File: src/rtl/fifo_pkg.sv
// Shared types and constants for the FIFO read-side stream adapter.
// Build option RD_STREAM_STATS_EN (in the top) adds transfer/stall counters.
package fifo_pkg;

   localparam int FIFO_DATA_W = 32;
   localparam int STAT_W      = 32;

   typedef enum logic {
      RUN   = 1'b0,
      FLUSH = 1'b1
   } state_t;

endpackage

File: src/rtl/fifo_rd_stream_adapter_if.sv
// FIFO read port plus outgoing valid/ready stream, bundled for the adapter.
// master = adapter side, slave = FIFO / downstream consumer side.
interface fifo_rd_stream_adapter_if
   import fifo_pkg::*;
#(
   parameter int DATA_WIDTH = FIFO_DATA_W
);

   logic [DATA_WIDTH-1:0] fifo_dout;
   logic                  fifo_empty;
   logic                  fifo_ren;
   logic [DATA_WIDTH-1:0] m_data;
   logic                  m_valid;
   logic                  m_ready;
   logic                  m_last;

   modport master (
      input  fifo_dout, fifo_empty, m_ready,
      output fifo_ren, m_data, m_valid, m_last
   );

   modport slave (
      output fifo_dout, fifo_empty, m_ready,
      input  fifo_ren, m_data, m_valid, m_last
   );

endinterface

File: src/rtl/fifo_skid_buf2.sv
// Two-entry in-order buffer. ent0 is always the head; clear beats push/pop.
// Only data is stored; the burst-last flag is derived by the consumer.
module fifo_skid_buf2
   import fifo_pkg::*;
#(
   parameter int DATA_WIDTH = FIFO_DATA_W
) (
   input  logic                  clk,
   input  logic                  rst,
   input  logic                  clear,
   input  logic                  push,
   input  logic                  pop,
   input  logic [DATA_WIDTH-1:0] din,
   output logic [DATA_WIDTH-1:0] dout,
   output logic [1:0]            occ
);

   logic [DATA_WIDTH-1:0] ent0;
   logic [DATA_WIDTH-1:0] ent1;

   assign dout = ent0;

   // Occupancy: push and pop together leave it unchanged.
   always_ff @(posedge clk) begin
      if (rst || clear) begin
         occ <= 2'd0;
      end else begin
         case ({push, pop})
            2'b10:   occ <= occ + 2'd1;
            2'b01:   occ <= occ - 2'd1;
            default: occ <= occ;
         endcase
      end
   end

   // Entry moves: pop shifts ent1 to head; push lands behind the surviving entries.
   always_ff @(posedge clk) begin
      if (pop) begin
         ent0 <= ent1;
         if (push) begin
            if (occ == 2'd1) ent0 <= din;
            else             ent1 <= din;
         end
      end else if (push) begin
         if (occ == 2'd0) ent0 <= din;
         else             ent1 <= din;
      end
   end

   // The read credit logic upstream must never let a third word land.
   assert property (@(posedge clk) disable iff (rst || clear)
                    !(push && !pop && occ == 2'd2));

endmodule

File: src/rtl/fifo_rd_stream_adapter.sv
// Drains a 1-cycle-latency synchronous FIFO into a valid/ready stream framed
// into BURST_LEN-word bursts. Optional macro RD_STREAM_STATS_EN adds
// saturating words_out / stall_cnt counters.
module fifo_rd_stream_adapter
   import fifo_pkg::*;
#(
   parameter int DATA_WIDTH = FIFO_DATA_W,
   parameter int BURST_LEN  = 16
) (
   input  logic                     clk,
   input  logic                     rst,
   fifo_rd_stream_adapter_if.master bus,
   input  logic                     flush,
   output logic                     busy
`ifdef RD_STREAM_STATS_EN
   ,
   output logic [STAT_W-1:0]        words_out,
   output logic [STAT_W-1:0]        stall_cnt
`endif
);

   localparam int BCNT_W = $clog2(BURST_LEN) + 1;

   state_t                state;
   state_t                state_nxt;
   logic                  inflight;
   logic [1:0]            occ;
   logic [BCNT_W-1:0]     bcnt;
   logic [DATA_WIDTH-1:0] head;
   logic                  run;
   logic                  pop;
   logic                  xfer;
   logic                  clear;
   logic                  credit;

   assign run = (state == RUN);

   // A word popped this cycle frees its slot in time for a read issued now,
   // which is what allows one word per clock with only two entries.
   assign credit = ({1'b0, occ} + {2'b0, inflight}) < (3'd2 + {2'b0, pop});

   assign bus.fifo_ren = ~rst & run & ~bus.fifo_empty & credit;
   assign bus.m_valid  = run & (occ != 2'd0);
   assign bus.m_data   = head;
   assign bus.m_last   = bus.m_valid & (bcnt == BCNT_W'(BURST_LEN - 1));

   assign pop   = bus.m_valid & bus.m_ready;
   assign xfer  = pop & ~flush;
   assign clear = flush | ~run;
   assign busy  = (occ != 2'd0) | inflight | ~run;

   fifo_skid_buf2 #(.DATA_WIDTH(DATA_WIDTH)) u_skid (
      .clk   (clk),
      .rst   (rst),
      .clear (clear),
      .push  (inflight),
      .pop   (pop),
      .din   (bus.fifo_dout),
      .dout  (head),
      .occ   (occ)
   );

   // State register.
   always_ff @(posedge clk) begin
      if (rst) state <= RUN;
      else     state <= state_nxt;
   end

   // Next state: FLUSH lasts until the last outstanding read has landed.
   always_comb begin
      state_nxt = state;
      case (state)
         RUN:     if (flush) state_nxt = FLUSH;
         FLUSH:   if (!inflight && !flush) state_nxt = RUN;
         default: state_nxt = RUN;
      endcase
   end

   // A read issued this cycle returns data next cycle.
   always_ff @(posedge clk) begin
      if (rst) inflight <= 1'b0;
      else     inflight <= bus.fifo_ren;
   end

   // Burst position of the head word; restarts on flush.
   always_ff @(posedge clk) begin
      if (rst || clear) begin
         bcnt <= '0;
      end else if (xfer) begin
         if (bus.m_last) bcnt <= '0;
         else            bcnt <= bcnt + BCNT_W'(1);
      end
   end

`ifdef RD_STREAM_STATS_EN
   // Saturating transfer and stall counters; only reset clears them.
   always_ff @(posedge clk) begin
      if (rst) begin
         words_out <= '0;
         stall_cnt <= '0;
      end else begin
         if (xfer && (words_out != '1))
            words_out <= words_out + STAT_W'(1);
         if (bus.m_valid && !bus.m_ready && (stall_cnt != '1))
            stall_cnt <= stall_cnt + STAT_W'(1);
      end
   end
`endif

endmodule

File: src/flat_wrapper.sv
// flat-port wrapper written by rule: the top's interface ports become plain ports
module fifo_rd_stream_adapter_flat import fifo_pkg::*;
#(
   parameter int DATA_WIDTH = FIFO_DATA_W,
   parameter int BURST_LEN  = 16
)
  (clk, rst, flush, busy, bus_fifo_dout, bus_fifo_empty, bus_m_ready, bus_fifo_ren, bus_m_data, bus_m_valid, bus_m_last);
  fifo_rd_stream_adapter_if #(.DATA_WIDTH(DATA_WIDTH)) bus_i ();
  input  logic clk;
  input  logic rst;
  input  logic flush;
  output logic busy;
  input wire logic [$bits(bus_i.fifo_dout)-1:0] bus_fifo_dout;
  input wire logic [$bits(bus_i.fifo_empty)-1:0] bus_fifo_empty;
  input wire logic [$bits(bus_i.m_ready)-1:0] bus_m_ready;
  output wire logic [$bits(bus_i.fifo_ren)-1:0] bus_fifo_ren;
  output wire logic [$bits(bus_i.m_data)-1:0] bus_m_data;
  output wire logic [$bits(bus_i.m_valid)-1:0] bus_m_valid;
  output wire logic [$bits(bus_i.m_last)-1:0] bus_m_last;
  assign bus_i.fifo_dout = bus_fifo_dout;
  assign bus_i.fifo_empty = bus_fifo_empty;
  assign bus_i.m_ready = bus_m_ready;
  assign bus_fifo_ren = bus_i.fifo_ren;
  assign bus_m_data = bus_i.m_data;
  assign bus_m_valid = bus_i.m_valid;
  assign bus_m_last = bus_i.m_last;
  fifo_rd_stream_adapter #(.DATA_WIDTH(DATA_WIDTH), .BURST_LEN(BURST_LEN)) u_core (.clk(clk), .rst(rst), .bus(bus_i), .flush(flush), .busy(busy));
endmodule
File: config.mk
export PLATFORM = sky130hd
export DESIGN_NAME = fifo_rd_stream_adapter_flat
export DESIGN_NICKNAME = d
export VERILOG_FILES = /design/src/rtl/fifo_pkg.sv /design/src/rtl/fifo_rd_stream_adapter_if.sv /design/src/rtl/fifo_skid_buf2.sv /design/src/rtl/fifo_rd_stream_adapter.sv /design/src/flat_wrapper.sv
export SDC_FILE = /design/constraint.sdc
export NUM_CORES = 1
export LEC_CHECK = 0
export ABC_AREA = 1
export CELL_PAD_IN_SITES_DETAIL_PLACEMENT = 1
export CELL_PAD_IN_SITES_GLOBAL_PLACEMENT = 2
export CORE_MARGIN = 4
export CORE_UTILIZATION = 31
export CTS_BUF_LIST = sky130_fd_sc_hd__clkbuf_16
export CTS_CLUSTER_SIZE = 40
export DETAILED_ROUTE_END_ITERATION = 10
export GPL_ROUTABILITY_DRIVEN = 0
export PLACE_DENSITY_LB_ADDON = 0.1
export SKIP_CTS_REPAIR_TIMING = 1
export SKIP_LAST_GASP = 1
export SLEW_MARGIN = 20
export SYNTH_ARGS = -nofsm -noshare
export SYNTH_HDL_FRONTEND = slang
export SYNTH_HIERARCHICAL = 1
export SYNTH_SLANG_ARGS = --single-unit
File: constraint.sdc
create_clock -name clk -period 3.8 [get_ports clk]
set_input_delay 0.76 -clock clk [delete_from_list [all_inputs] [get_ports clk]]
set_output_delay 0.76 -clock clk [all_outputs]
set_load 0.01 [all_outputs]
# Word level (Yosys, flattened, before mapping)
# Index checks and enable logic that the tools add are counted.
# W data, S select, Z words.
# totals
regBits	73
wordCells	58
input_bits	37
output_inout_bits	36
# op_classes
addsub	5
muxes	15
reduce_logical	11
eq_ne	6
n_lt_le_gt_ge	1
bitwise_logic	14
# ops
cell	count
$mux W32	10
$reduce_bool A2 Y1	4
$and A1 B1 Y1	7
$add A5 B1 Y5 const B	1
$eq A5 B4 Y1 const B	1
$mux W5	1
$eq A2 B1 Y1 const B	2
$not A1 Y1	4
$pmux W2 S2	1
$add A2 B1 Y3	1
$add A2 B1 Y3 const A	1
$lt A3 B3 Y1	1
$or A1 B1 Y1	3
$reduce_and A3 Y1	1
$add A2 B1 Y2 const B	1
$eq A2 B2 Y1 const B	1
$logic_not A1 Y1	2
$logic_not A2 Y1	1
$mux W1	2
$ne A2 B1 Y1 const B	1
$ne A2 B2 Y1 const B	1
$pmux W1 S2	1
$reduce_and A2 Y1	1
$sub A2 B1 Y2 const B	1
other kinds (2)	2

# Logic depth before layout (Yosys ltp)
# Gate-level depths: netlist of the first run.
# logic_depth
ltp_word	6
mapped_depth	11
depth_no_buf	10

# Cells and area by module
# The synthesis of the first run kept the hierarchy.
# by_module_without_submodules
mod	instances	area_each_um2	cells_per_inst	seq_area_each_um2
fifo_skid_buf2	1	2621.3	206	1961.9
fifo_rd_stream_adapter	1	424.2	59	140.1

# Least setup slack after synthesis of the first run
# OpenSTA, ideal clock, no wires.
# synth_path
path_type	input to register
start	input bus_m_ready
end	register u_core.u_skid.ent0[0] (netlist: u_core/u_skid/dout[0]) (enable)
cell_stages	6
setup_slack_ns	0.695
arrival_time_ns	2.684
t_required_ns	3.379
n_path_buf	1
setup_ns	0.421
cell_sequence	nand3_4 > inv_1 > buf_4 > inv_1 > ha_1 > nor2_1
# synth_between
elab_chain_len	3
word_cells_on_any_way	4
cone_classes	bitwise (1); reduce/logical (3)
# synth_lines
item	line	source
start: declaration	flat_wrapper.sv:15	input wire logic [$bits(bus_i.m_ready)-1:0] bus_m_ready;
$and A1 B1 Y1 (*)	fifo_rd_stream_adapter.sv:47	assign pop = bus.m_valid & bus.m_ready;
net u_core.pop	fifo_rd_stream_adapter.sv:31	logic pop;
$reduce_bool A2 Y1 (no line)	n/a	
$reduce_and A2 Y1 (no line) (*)	n/a	
end signal: assignment	fifo_skid_buf2.sv:39	ent0 <= ent1;
end signal: assignment	fifo_skid_buf2.sv:41	if (occ == 2'd1) ent0 <= din;
end signal: assignment	fifo_skid_buf2.sv:45	if (occ == 2'd0) ent0 <= din;
end: declaration	fifo_skid_buf2.sv:18	logic [DATA_WIDTH-1:0] ent0;
# Mark *: on every way through the listed nets, which the timed path passes. The rest lies on a longest branch.
# A chain may end at the register's enable or synchronous reset.

# Worst setup path in the final report of the first run
# layout_path
start	input rst
end	output bus_fifo_ren
# layout_between
elab_chain_len	4
# layout_lines
item	line	source
start: declaration	flat_wrapper.sv:10	input logic rst;
$not A1 Y1	fifo_rd_stream_adapter.sv:42	assign bus.fifo_ren = ~rst & run & ~bus.fifo_empty & credit;
$and A1 B1 Y1 (3 in series)	fifo_rd_stream_adapter.sv:42	
end: declaration	flat_wrapper.sv:16	output wire logic [$bits(bus_i.fifo_ren)-1:0] bus_fifo_ren;
# Every way passes these cells.

==> results of run 1 <==
## synthesized netlist by cell type (all sizes together)
cell type and number:
nor4 1, ha 8, nand4 1, nand2 85, xnor2 1, inv 20
dfxtp 9, and2 2, nor2 18, edfxtp 64, o21ai 2, a21oi 6
nand3 37, buf 10, nand3b 1
## state kept, by name, summed over array words and instances (netlist names)
register            flops
u_core/u_skid/ent1     32
u_core/bcnt             5
u_core/u_skid/dout     32
u_core/u_skid/occ       2
u_core/state            1
u_core/inflight         1
## where the power goes
group | leakage (uW) | internal [uW] | switching [uW]
sequential | 0.000659 | 906 | 9.97
clock | 0.000167 | 643 | 343
combinational | 0.000797 | 87.9 | 81.3
## cell type report
| class | count | area, sq um | share of cell area |
|---|---|---|---|
| clock buffer | 9 | 225 | 0.0532 |
| clock inverter | 7 | 119 | 0.0281 |
| inverter | 20 | 75.1 | 0.0177 |
| multi-input combinational | 162 | 810 | 0.191 |
| sequential | 73 | 2100 | 0.496 |
| tap | 129 | 161 | 0.0381 |
| timing repair buffer | 75 | 743 | 0.175 |
## metrics by stage
step | std cells | setup WS [ns] | hold slack [ns]
after global routing | 475 | 0.611 | 0.469
after floorplan | 265 | 0.695 | 0.419
after detailed placement | 459 | 0.709 | 0.439
final | 475 | 0.760 | 0.449
after CTS | 475 | 0.731 | 0.455
after global placement | 459 | 0.753 | 0.431
## routing by layer
metal	GRT usage	up-vias	share of wire
li1	-	1045	-
met1	0.156	1052	0.43
met2	0.227	49	0.51
met3	0.0470	2	0.056
met4	0.0329	0	0.0043
met5	0	-	0
## worst max-delay path: cells and delay by family
family        cells  cell delay [ns]
buf+inv           2             1.02
simple gates      2             0.50
## worst max-delay path by stage
stage | start | end | slack [ns] | cells past startpoint
6_report | rst | bus_fifo_ren | 0.76 | 4
5_1_grt | rst | bus_fifo_ren | 0.61 | 4
4_1_cts | rst | bus_fifo_ren | 0.73 | 4
3_5_place_dp | bus_m_ready | u_core/u_skid/dout[4] | 0.71 | 7
3_3_place_gp | rst | bus_fifo_ren | 0.75 | 4
2_1_floorplan | bus_m_ready | u_core/u_skid/dout[0] | 0.69 | 6
## cell families (layout without fill, tap and decap cells)
group,Yosys count,in the layout,share of synthesized area
buffers and inverters,30,111,0.0489
adders and majority gates,8,8,0.0329
xor gates and xnor gates,1,1,0.00288
AOI/OAI and AO/OA,8,8,0.0131
DFF,73,73,0.690
and+or+nand+nor,145,145,0.212
==> results.sh, run 1 <==
export IMPL_timing_final_crit_period_ns=3.04
export IMPL_cell_area_after_layout_sq_mm=0.00424
export IMPL_synthesis_yosys_warnings=6
export IMPL_timing_rr_end="u_core/u_skid/dout[12]"
export IMPL_final_util=0.450
export IMPL_drt_first_pass_iters=4
export IMPL_placement_cell_area_sq_mm=0.00389
export IMPL_grt_pass1_wl_um=11600
export IMPL_timing_reg2reg_worst_path_depth=8
export IMPL_final_period_utilization=0.800
export IMPL_post_synth_cell_area_avg_sq_um=11.5
export IMPL_post_route_cells_drive_above_1_share=0.0838
export IMPL_min_from="u_core/bcnt[4]"
export IMPL_worst_hold_path_num_cells=2
export IMPL_finalSetupTns_ns=0
export IMPL_timing_max_cap_violations=0
export IMPL_critical_path_cell_with_the_highest_stage_delay="sky130_fd_sc_hd__clkdlybuf4s50_1"
export IMPL_antenna_violations_before_repair=0
export IMPL_static_leakage_power_uw=0.00162
export IMPL_tritoncts_num_buffers=9
export IMPL_core_area_sq_mm=0.00942
export IMPL_finalMaxSlewViolations=0
export IMPL_worst_r2r_setup_slack_ns=1.42
export IMPL_ys_ff_latch=73
export IMPL_synth_top_cell_area_share=0.631
export IMPL_syn_instance_count=265
export IMPL_slew_limit_headroom=0.536
export IMPL_avg_wl_per_cell_um=15.2
export IMPL_worstPathRequired_ns=3.04
export IMPL_antennaDiodeCount=0
export IMPL_timing_critical_path_cells="clkdlybuf4s50_1 > nor4_1 > and2_1 > clkdlybuf4s50_1"
export IMPL_mostFrequentLayoutCells="sky130_fd_sc_hd__nand2_1, sky130_fd_sc_hd__clkdlybuf4s50_1, sky130_fd_sc_hd__edfxtp_1"
export IMPL_die_h_um=107
export IMPL_vias_in_the_first_global_route=2286
export IMPL_antenna_left=0
export IMPL_count_of_input_and_output_buffers=72
export IMPL_post_layout_nets=386
export IMPL_cell_area_after_synthesis_sq_mm=0.00305
export IMPL_fillCellCount=1058
export IMPL_ratio_of_routed_vias_to_standard_cells=4.52
export IMPL_ios=73
export IMPL_overflow=0
export IMPL_postRouteWirelength_um=7240
export IMPL_vias=2148
export IMPL_crit_top_cell="sky130_fd_sc_hd__clkdlybuf4s50_1"
export IMPL_max_clk_rate_mhz=329
export IMPL_yosys_top_cells_area="sky130_fd_sc_hd__edfxtp_1, sky130_fd_sc_hd__nand2_1, sky130_fd_sc_hd__dfxtp_1"
export IMPL_finClkSkew_ns=0.00641
export IMPL_layout_commonest_cell="sky130_fd_sc_hd__nand2_1"
export IMPL_dr_iter_0_viols=53
export IMPL_tritoncts_num_sinks=73
export IMPL_cts_tree="built"
export IMPL_fp_row_count=35
export IMPL_tightestPinTransition_ns=0.694
export IMPL_post_dp_hpwl_um=4720
export IMPL_outcome="finished, final reports clean"
export IMPL_power_total_uw=2070
export IMPL_regToRegStartpoint="u_core/u_skid/occ[0]"
export IMPL_cts_max_level=3
export IMPL_grt_usage=0.132
export IMPL_clock_path_buffers=2
export IMPL_netlist_top_cell_by_area="sky130_fd_sc_hd__edfxtp_1"
export IMPL_syn_nets=310
export IMPL_crit_start_category="input pin"
export IMPL_ctsRootBufferMaster="sky130_fd_sc_hd__clkbuf_16"
export IMPL_die_x_um=107
export IMPL_route_detailed_drc=0
export IMPL_number_of_distinct_library_cells_after_synthesis=23
export IMPL_cp_end_kind="primary output"
export IMPL_min_delay_worst_endpoint="u_core/bcnt[4]"
export IMPL_holdCritPathClass="flop to flop"
export IMPL_worst_endpoint_arrival_ns=2.28
export IMPL_report_final_setup_viol=0
export IMPL_flow_area_growth_from_synthesis_pct=39.1
export IMPL_initial_core_util=0.323
export IMPL_design_die_area_sq_mm=0.0115
export IMPL_crit_type="input pin to primary output"
export IMPL_synth_seq_area_share=0.690
export IMPL_grt_max_degree=33
export IMPL_insertion_delay_ns=0.33
export IMPL_rsz0062_at_grt="no"
export IMPL_report_final_hold_viol_count=0
export IMPL_cp_slowest_stage_delay_ns=0.53
export IMPL_ir_drop_mv=0.264
export IMPL_path_max_fanout=4
export IMPL_path_clk_slew_ns=0.06
export IMPL_p_per_area_mw_per_mm2=489
Note: power is estimated with default switching activity, not from simulation.
==> inputs of run 2 (changes only) <==
- clock period: 3.8 -> 3.04 ns (I/O delays scaled with it)
==> run 2 against run 1 <==
  * First-iteration DRC count rose by 51%
  * Wire length down 2.9%
  * Hold slack worse by 0.0015 ns
  * Via count fell by 1.2%
  * Cell area is the same
==> results.sh, run 2 (synthesized netlist as in run 1, its figures left out) <==
export IMPL_count_of_input_and_output_buffers=72
export IMPL_die_h_um=107
export IMPL_ratio_of_routed_vias_to_standard_cells=4.46
export IMPL_ctsRootBufferMaster="sky130_fd_sc_hd__clkbuf_16"
export IMPL_timing_critical_path_cells="clkdlybuf4s50_1 > nand3_4 > o21ai_1 > and2_1 > clkdlybuf4s50_1"
export IMPL_design_die_area_sq_mm=0.0115
export IMPL_worstPathRequired_ns=2.43
export IMPL_slew_limit_headroom=0.588
export IMPL_vias_in_the_first_global_route=2240
export IMPL_tightestPinTransition_ns=0.616
export IMPL_clock_path_buffers=2
export IMPL_final_util=0.450
export IMPL_rsz0062_at_grt="no"
export IMPL_overflow=0
export IMPL_cell_type_group_with_the_largest_total_delay_on_the_critical_path="buffers and inverters"
export IMPL_drt_first_pass_iters=4
export IMPL_post_dp_hpwl_um=4750
export IMPL_static_leakage_power_uw=0.00162
export IMPL_crit_start_category="input pin"
export IMPL_placement_cell_area_sq_mm=0.00392
export IMPL_finalSetupTns_ns=0
export IMPL_cp_end_kind="primary output"
export IMPL_vias=2123
export IMPL_ios=73
export IMPL_holdCritPathClass="flop to flop"
export IMPL_antennaDiodeCount=0
export IMPL_crit_type="input pin to primary output"
export IMPL_antenna_left=0
export IMPL_tritoncts_num_sinks=73
export IMPL_dr_iter_0_viols=80
export IMPL_ir_drop_mv=0.437
export IMPL_final_period_utilization=0.902
export IMPL_timing_max_cap_violations=0
export IMPL_cts_tree="built"
export IMPL_report_final_hold_viol_count=0
export IMPL_core_area_sq_mm=0.00942
export IMPL_max_clk_rate_mhz=365
export IMPL_antenna_violations_before_repair=0
export IMPL_p_per_area_mw_per_mm2=580
export IMPL_cts_max_level=3
export IMPL_finClkSkew_ns=0.00719
export IMPL_fp_row_count=35
export IMPL_final_hold_worst_slack_ns=0.448
export IMPL_die_x_um=107
export IMPL_worst_endpoint_arrival_ns=2.13
export IMPL_critical_path_cell_with_the_highest_stage_delay="sky130_fd_sc_hd__clkdlybuf4s50_1"
export IMPL_path_buf_inv=2
export IMPL_postRouteWirelength_um=7030
export IMPL_initial_core_util=0.323
export IMPL_report_final_setup_viol=0
export IMPL_avg_wl_per_cell_um=14.8
export IMPL_path_max_fanout=3
export IMPL_path_clk_slew_ns=0.05
export IMPL_crit_top_cell="sky130_fd_sc_hd__clkdlybuf4s50_1"
export IMPL_tritoncts_num_buffers=9
export IMPL_cp_slowest_stage_delay_ns=0.54
export IMPL_grt_max_degree=35
export IMPL_fillCellCount=1017
export IMPL_cell_area_after_layout_sq_mm=0.00424
export IMPL_post_layout_nets=387
export IMPL_finalMaxSlewViolations=0
export IMPL_power_total_uw=2460
export IMPL_post_route_cells_drive_above_1_share=0.0836
export IMPL_flow_area_growth_from_synthesis_pct=39.1
export IMPL_grt_pass1_wl_um=11500
export IMPL_layout_commonest_cell="sky130_fd_sc_hd__nand2_1"
export IMPL_timing_final_crit_period_ns=2.74
export IMPL_mostFrequentLayoutCells="sky130_fd_sc_hd__nand2_1, sky130_fd_sc_hd__clkdlybuf4s50_1, sky130_fd_sc_hd__edfxtp_1"
export IMPL_insertion_delay_ns=0.32
export IMPL_grt_usage=0.129
export IMPL_outcome="finished, final reports clean"
export IMPL_route_detailed_drc=0
[run 2: per-stage QoR]
stage / instances / setup WS, ns
after floorplan: 265 / 0.0870
after global placement: 460 / 0.237
after detailed placement: 460 / 0.225
after CTS: 476 / 0.272
after global routing: 476 / 0.208
final: 476 / 0.299
[run 2: tightest hold or removal path, delay by kind of cell (launching register included)]
kind               cells  cell delay, ns
DFF                    1            0.31
and+or+nand+nor        1            0.06
AOI/OAI and AO/OA      1            0.03
[run 2: power breakdown]
group	internal, uW	leakage (uW)	total [uW]	switching [uW]
Clock	711	0.000158	1100	386
Combinational	113	0.000808	215	101
Sequential	1130	0.000659	1150	12.8
[run 2: metal layers]
| layer | vias up | GRT usage | wire [um] |
|---|---|---|---|
| li1 | 1053 | - | - |
| met1 | 1014 | 0.155 | 2990 |
| met2 | 50 | 0.221 | 3570 |
| met3 | 6 | 0.0397 | 396 |
| met4 | 0 | 0.0384 | 72 |
| met5 | - | 0 | 0 |
[run 2: layout make-up]
class	count	area [sq um]	area share
timing repair buffer	76	776	0.183
clock buffer	9	225	0.0532
inverter	20	75.1	0.0177
multi-input combinational	162	810	0.191
tap	129	161	0.0381
clock inverter	7	86.3	0.0204
sequential	73	2100	0.496
[run 2: path summary, 6_finish.rpt]
kind | end | cells past startpoint | startpoint | slack, ns
worst max-delay path | bus_fifo_ren | 5 | bus_m_ready | 0.30
worst min register to register | u_core/bcnt[4] | 2 | u_core/bcnt[4] | 0.45
worst max register to register | u_core/u_skid/dout[12] | 8 | u_core/u_skid/occ[0] | 0.78
worst min-delay path | u_core/bcnt[4] | 2 | u_core/bcnt[4] | 0.45
==> inputs of run 3 (changes only) <==
- MAX_ROUTING_LAYER: unset -> met4
- TNS_END_PERCENT: unset -> 10
==> run 3 against run 2 <==
  * Clock-buffer cell count is the same
  * Sequential power about the same
  * Clock power barely moved
  * Die area unchanged
  * Cell count unchanged
  * Critical path depth is the same
  * Non-clock buffer count is the same
  * Fmax barely moved
  * Largest power group unchanged
==> results.sh, run 3 (synthesized netlist as in run 1, its figures left out) <==
export IMPL_count_of_input_and_output_buffers=72
export IMPL_cts_tree="built"
export IMPL_timing_critical_path_cells="clkdlybuf4s50_1 > nand3_4 > o21ai_1 > and2_1 > clkdlybuf4s50_1"
export IMPL_p_per_area_mw_per_mm2=581
export IMPL_cp_end_kind="primary output"
export IMPL_vias_in_the_first_global_route=2238
export IMPL_path_depth=5
export IMPL_overflow=0
export IMPL_flow_area_growth_from_synthesis_pct=39.1
export IMPL_fp_row_count=35
export IMPL_ctsRootBufferMaster="sky130_fd_sc_hd__clkbuf_16"
export IMPL_post_route_cells_drive_above_1_share=0.0836
export IMPL_grt_max_degree=35
export IMPL_report_final_setup_viol=0
export IMPL_timing_max_cap_violations=0
export IMPL_design_die_area_sq_mm=0.0115
export IMPL_slew_limit_headroom=0.586
export IMPL_p_comb_frac=0.087
export IMPL_max_clk_rate_mhz=365
export IMPL_clock_share_of_power=0.447
export IMPL_holdCritPathClass="flop to flop"
export IMPL_multi_input_area_sq_um=810
export IMPL_grt_usage=0.133
export IMPL_cell_area_after_layout_sq_mm=0.00424
export IMPL_antenna_left=0
export IMPL_outcome="finished, final reports clean"
export IMPL_post_dp_hpwl_um=4750
export IMPL_worstPathRequired_ns=2.43
export IMPL_grt_pass1_wl_um=11500
export IMPL_mostFrequentLayoutCells="sky130_fd_sc_hd__nand2_1, sky130_fd_sc_hd__clkdlybuf4s50_1, sky130_fd_sc_hd__edfxtp_1"
export IMPL_initial_core_util=0.323
export IMPL_seqCellArea_sq_mm=0.00210
export IMPL_postRouteWirelength_um=7020
export IMPL_pwr_share_seq=0.466
export IMPL_p_switching_uw=502
export IMPL_dpl_cell_count=460
export IMPL_finalMaxSlewViolations=0
export IMPL_drt_first_pass_iters=5
export IMPL_route_detailed_drc=0
export IMPL_finClkSkew_ns=0.00754
export IMPL_final_period_utilization=0.902
export IMPL_vias=2117
export IMPL_insertion_delay_ns=0.32
export IMPL_tritoncts_num_buffers=9
export IMPL_crit_start_category="input pin"
export IMPL_path_max_fanout=3
export IMPL_antenna_violations_before_repair=0
export IMPL_timing_final_crit_period_ns=2.74
export IMPL_path_buf_inv=2
export IMPL_worstSetupEndpoint="bus_fifo_ren"
export IMPL_post_layout_nets=387
export IMPL_die_h_um=107
export IMPL_worst_r2r_setup_slack_ns=0.77
export IMPL_p_int_uw=1960
export IMPL_worst_endpoint_arrival_ns=2.13
export IMPL_clock_path_buffers=2
export IMPL_rsz0062_at_grt="no"
export IMPL_antennaDiodeCount=0
export IMPL_crit_top_cell="sky130_fd_sc_hd__clkdlybuf4s50_1"
export IMPL_final_instance_count_excl_fill=476
export IMPL_final_util=0.450
export IMPL_path_clk_slew_ns=0.06
export IMPL_regToRegStartpoint="u_core/u_skid/occ[0]"
export IMPL_fillCellCount=1017
export IMPL_static_leakage_power_uw=0.00162
export IMPL_ratio_of_routed_vias_to_standard_cells=4.45
export IMPL_crit_type="input pin to primary output"
export IMPL_dr_iter_0_viols=70
export IMPL_layout_commonest_cell="sky130_fd_sc_hd__nand2_1"
export IMPL_ios=73
export IMPL_tritoncts_num_sinks=73
export IMPL_switching_share=0.204
export IMPL_avg_wl_per_cell_um=14.7
export IMPL_critical_path_cell_with_the_highest_stage_delay="sky130_fd_sc_hd__clkdlybuf4s50_1"
export IMPL_cell_type_group_with_the_largest_total_delay_on_the_critical_path="buffers and inverters"
export IMPL_startpoint="bus_m_ready"
export IMPL_tightestPinTransition_ns=0.619
export IMPL_power_total_uw=2460
export IMPL_timing_reg2reg_worst_path_depth=8
export IMPL_cts_max_level=3
export IMPL_placement_cell_area_sq_mm=0.00392
export IMPL_die_x_um=107
export IMPL_report_final_hold_viol_count=0
export IMPL_ir_drop_mv=0.436
export IMPL_finalSetupTns_ns=0
export IMPL_cp_slowest_stage_delay_ns=0.54
export IMPL_core_area_sq_mm=0.00942
export IMPL_timing_rr_end="u_core/u_skid/dout[12]"
-- run 3: cell counts in the layout (fill, tap and decap cells not counted) --
Identical to the previous run, type by type.
-- run 3: metrics by stage --
stage | hold slack (ns) | setup slack [ns]
finish | 0.448 | 0.299
global route | 0.474 | 0.210
CTS | 0.454 | 0.272
detailed placement | 0.444 | 0.225
global placement | 0.429 | 0.237
floorplan | 0.419 | 0.0870
-- run 3: power groups by stage --
stage	logic, uW	registers (uW)	clock network (uW)
after global placement	216	1170	0
final	215	1150	1100
after detailed placement	219	1170	0
after floorplan	69.7	1180	0
after CTS	221	1150	1140
after global routing	237	1150	1180
-- run 3: worst min path at each step --
| stage | cells after the start | start | slack [ns] | end |
|---|---|---|---|---|
| 6_report | 2 | u_core/bcnt[4] | 0.45 | u_core/bcnt[4] |
| 4_1_cts | 2 | u_core/bcnt[4] | 0.45 | u_core/bcnt[4] |
| 3_3_place_gp | 2 | u_core/bcnt[4] | 0.43 | u_core/bcnt[4] |
| 2_1_floorplan | 2 | u_core/bcnt[4] | 0.42 | u_core/bcnt[4] |
| 5_1_grt | 2 | u_core/bcnt[4] | 0.47 | u_core/bcnt[4] |
| 3_5_place_dp | 2 | u_core/bcnt[4] | 0.44 | u_core/bcnt[4] |
-- run 3: tightest hold or removal path: cells and delay by family (launching register included) --
family,cells,cell delay (ns)
flip-flops,1,0.31
AO/OA/AOI/OAI,1,0.03
AND/OR/NAND/NOR,1,0.06
-- run 3: layout make-up --
cell class | instances | area share
inverter | 20 | 0.0177
sequential | 73 | 0.496
tap | 129 | 0.0381
timing repair buffer | 76 | 0.183
clock inverter | 7 | 0.0204
clock buffer | 9 | 0.0532
multi-input combinational | 162 | 0.191
-- run 3: layer usage --
metal  global-route usage  wire length [um]  vias up
li1                     -                 -     1053
met1                0.159              3030     1012
met2                0.221              3610       47
met3               0.0349               345        5
met4               0.0384                40        0
met5                    -                 0        -
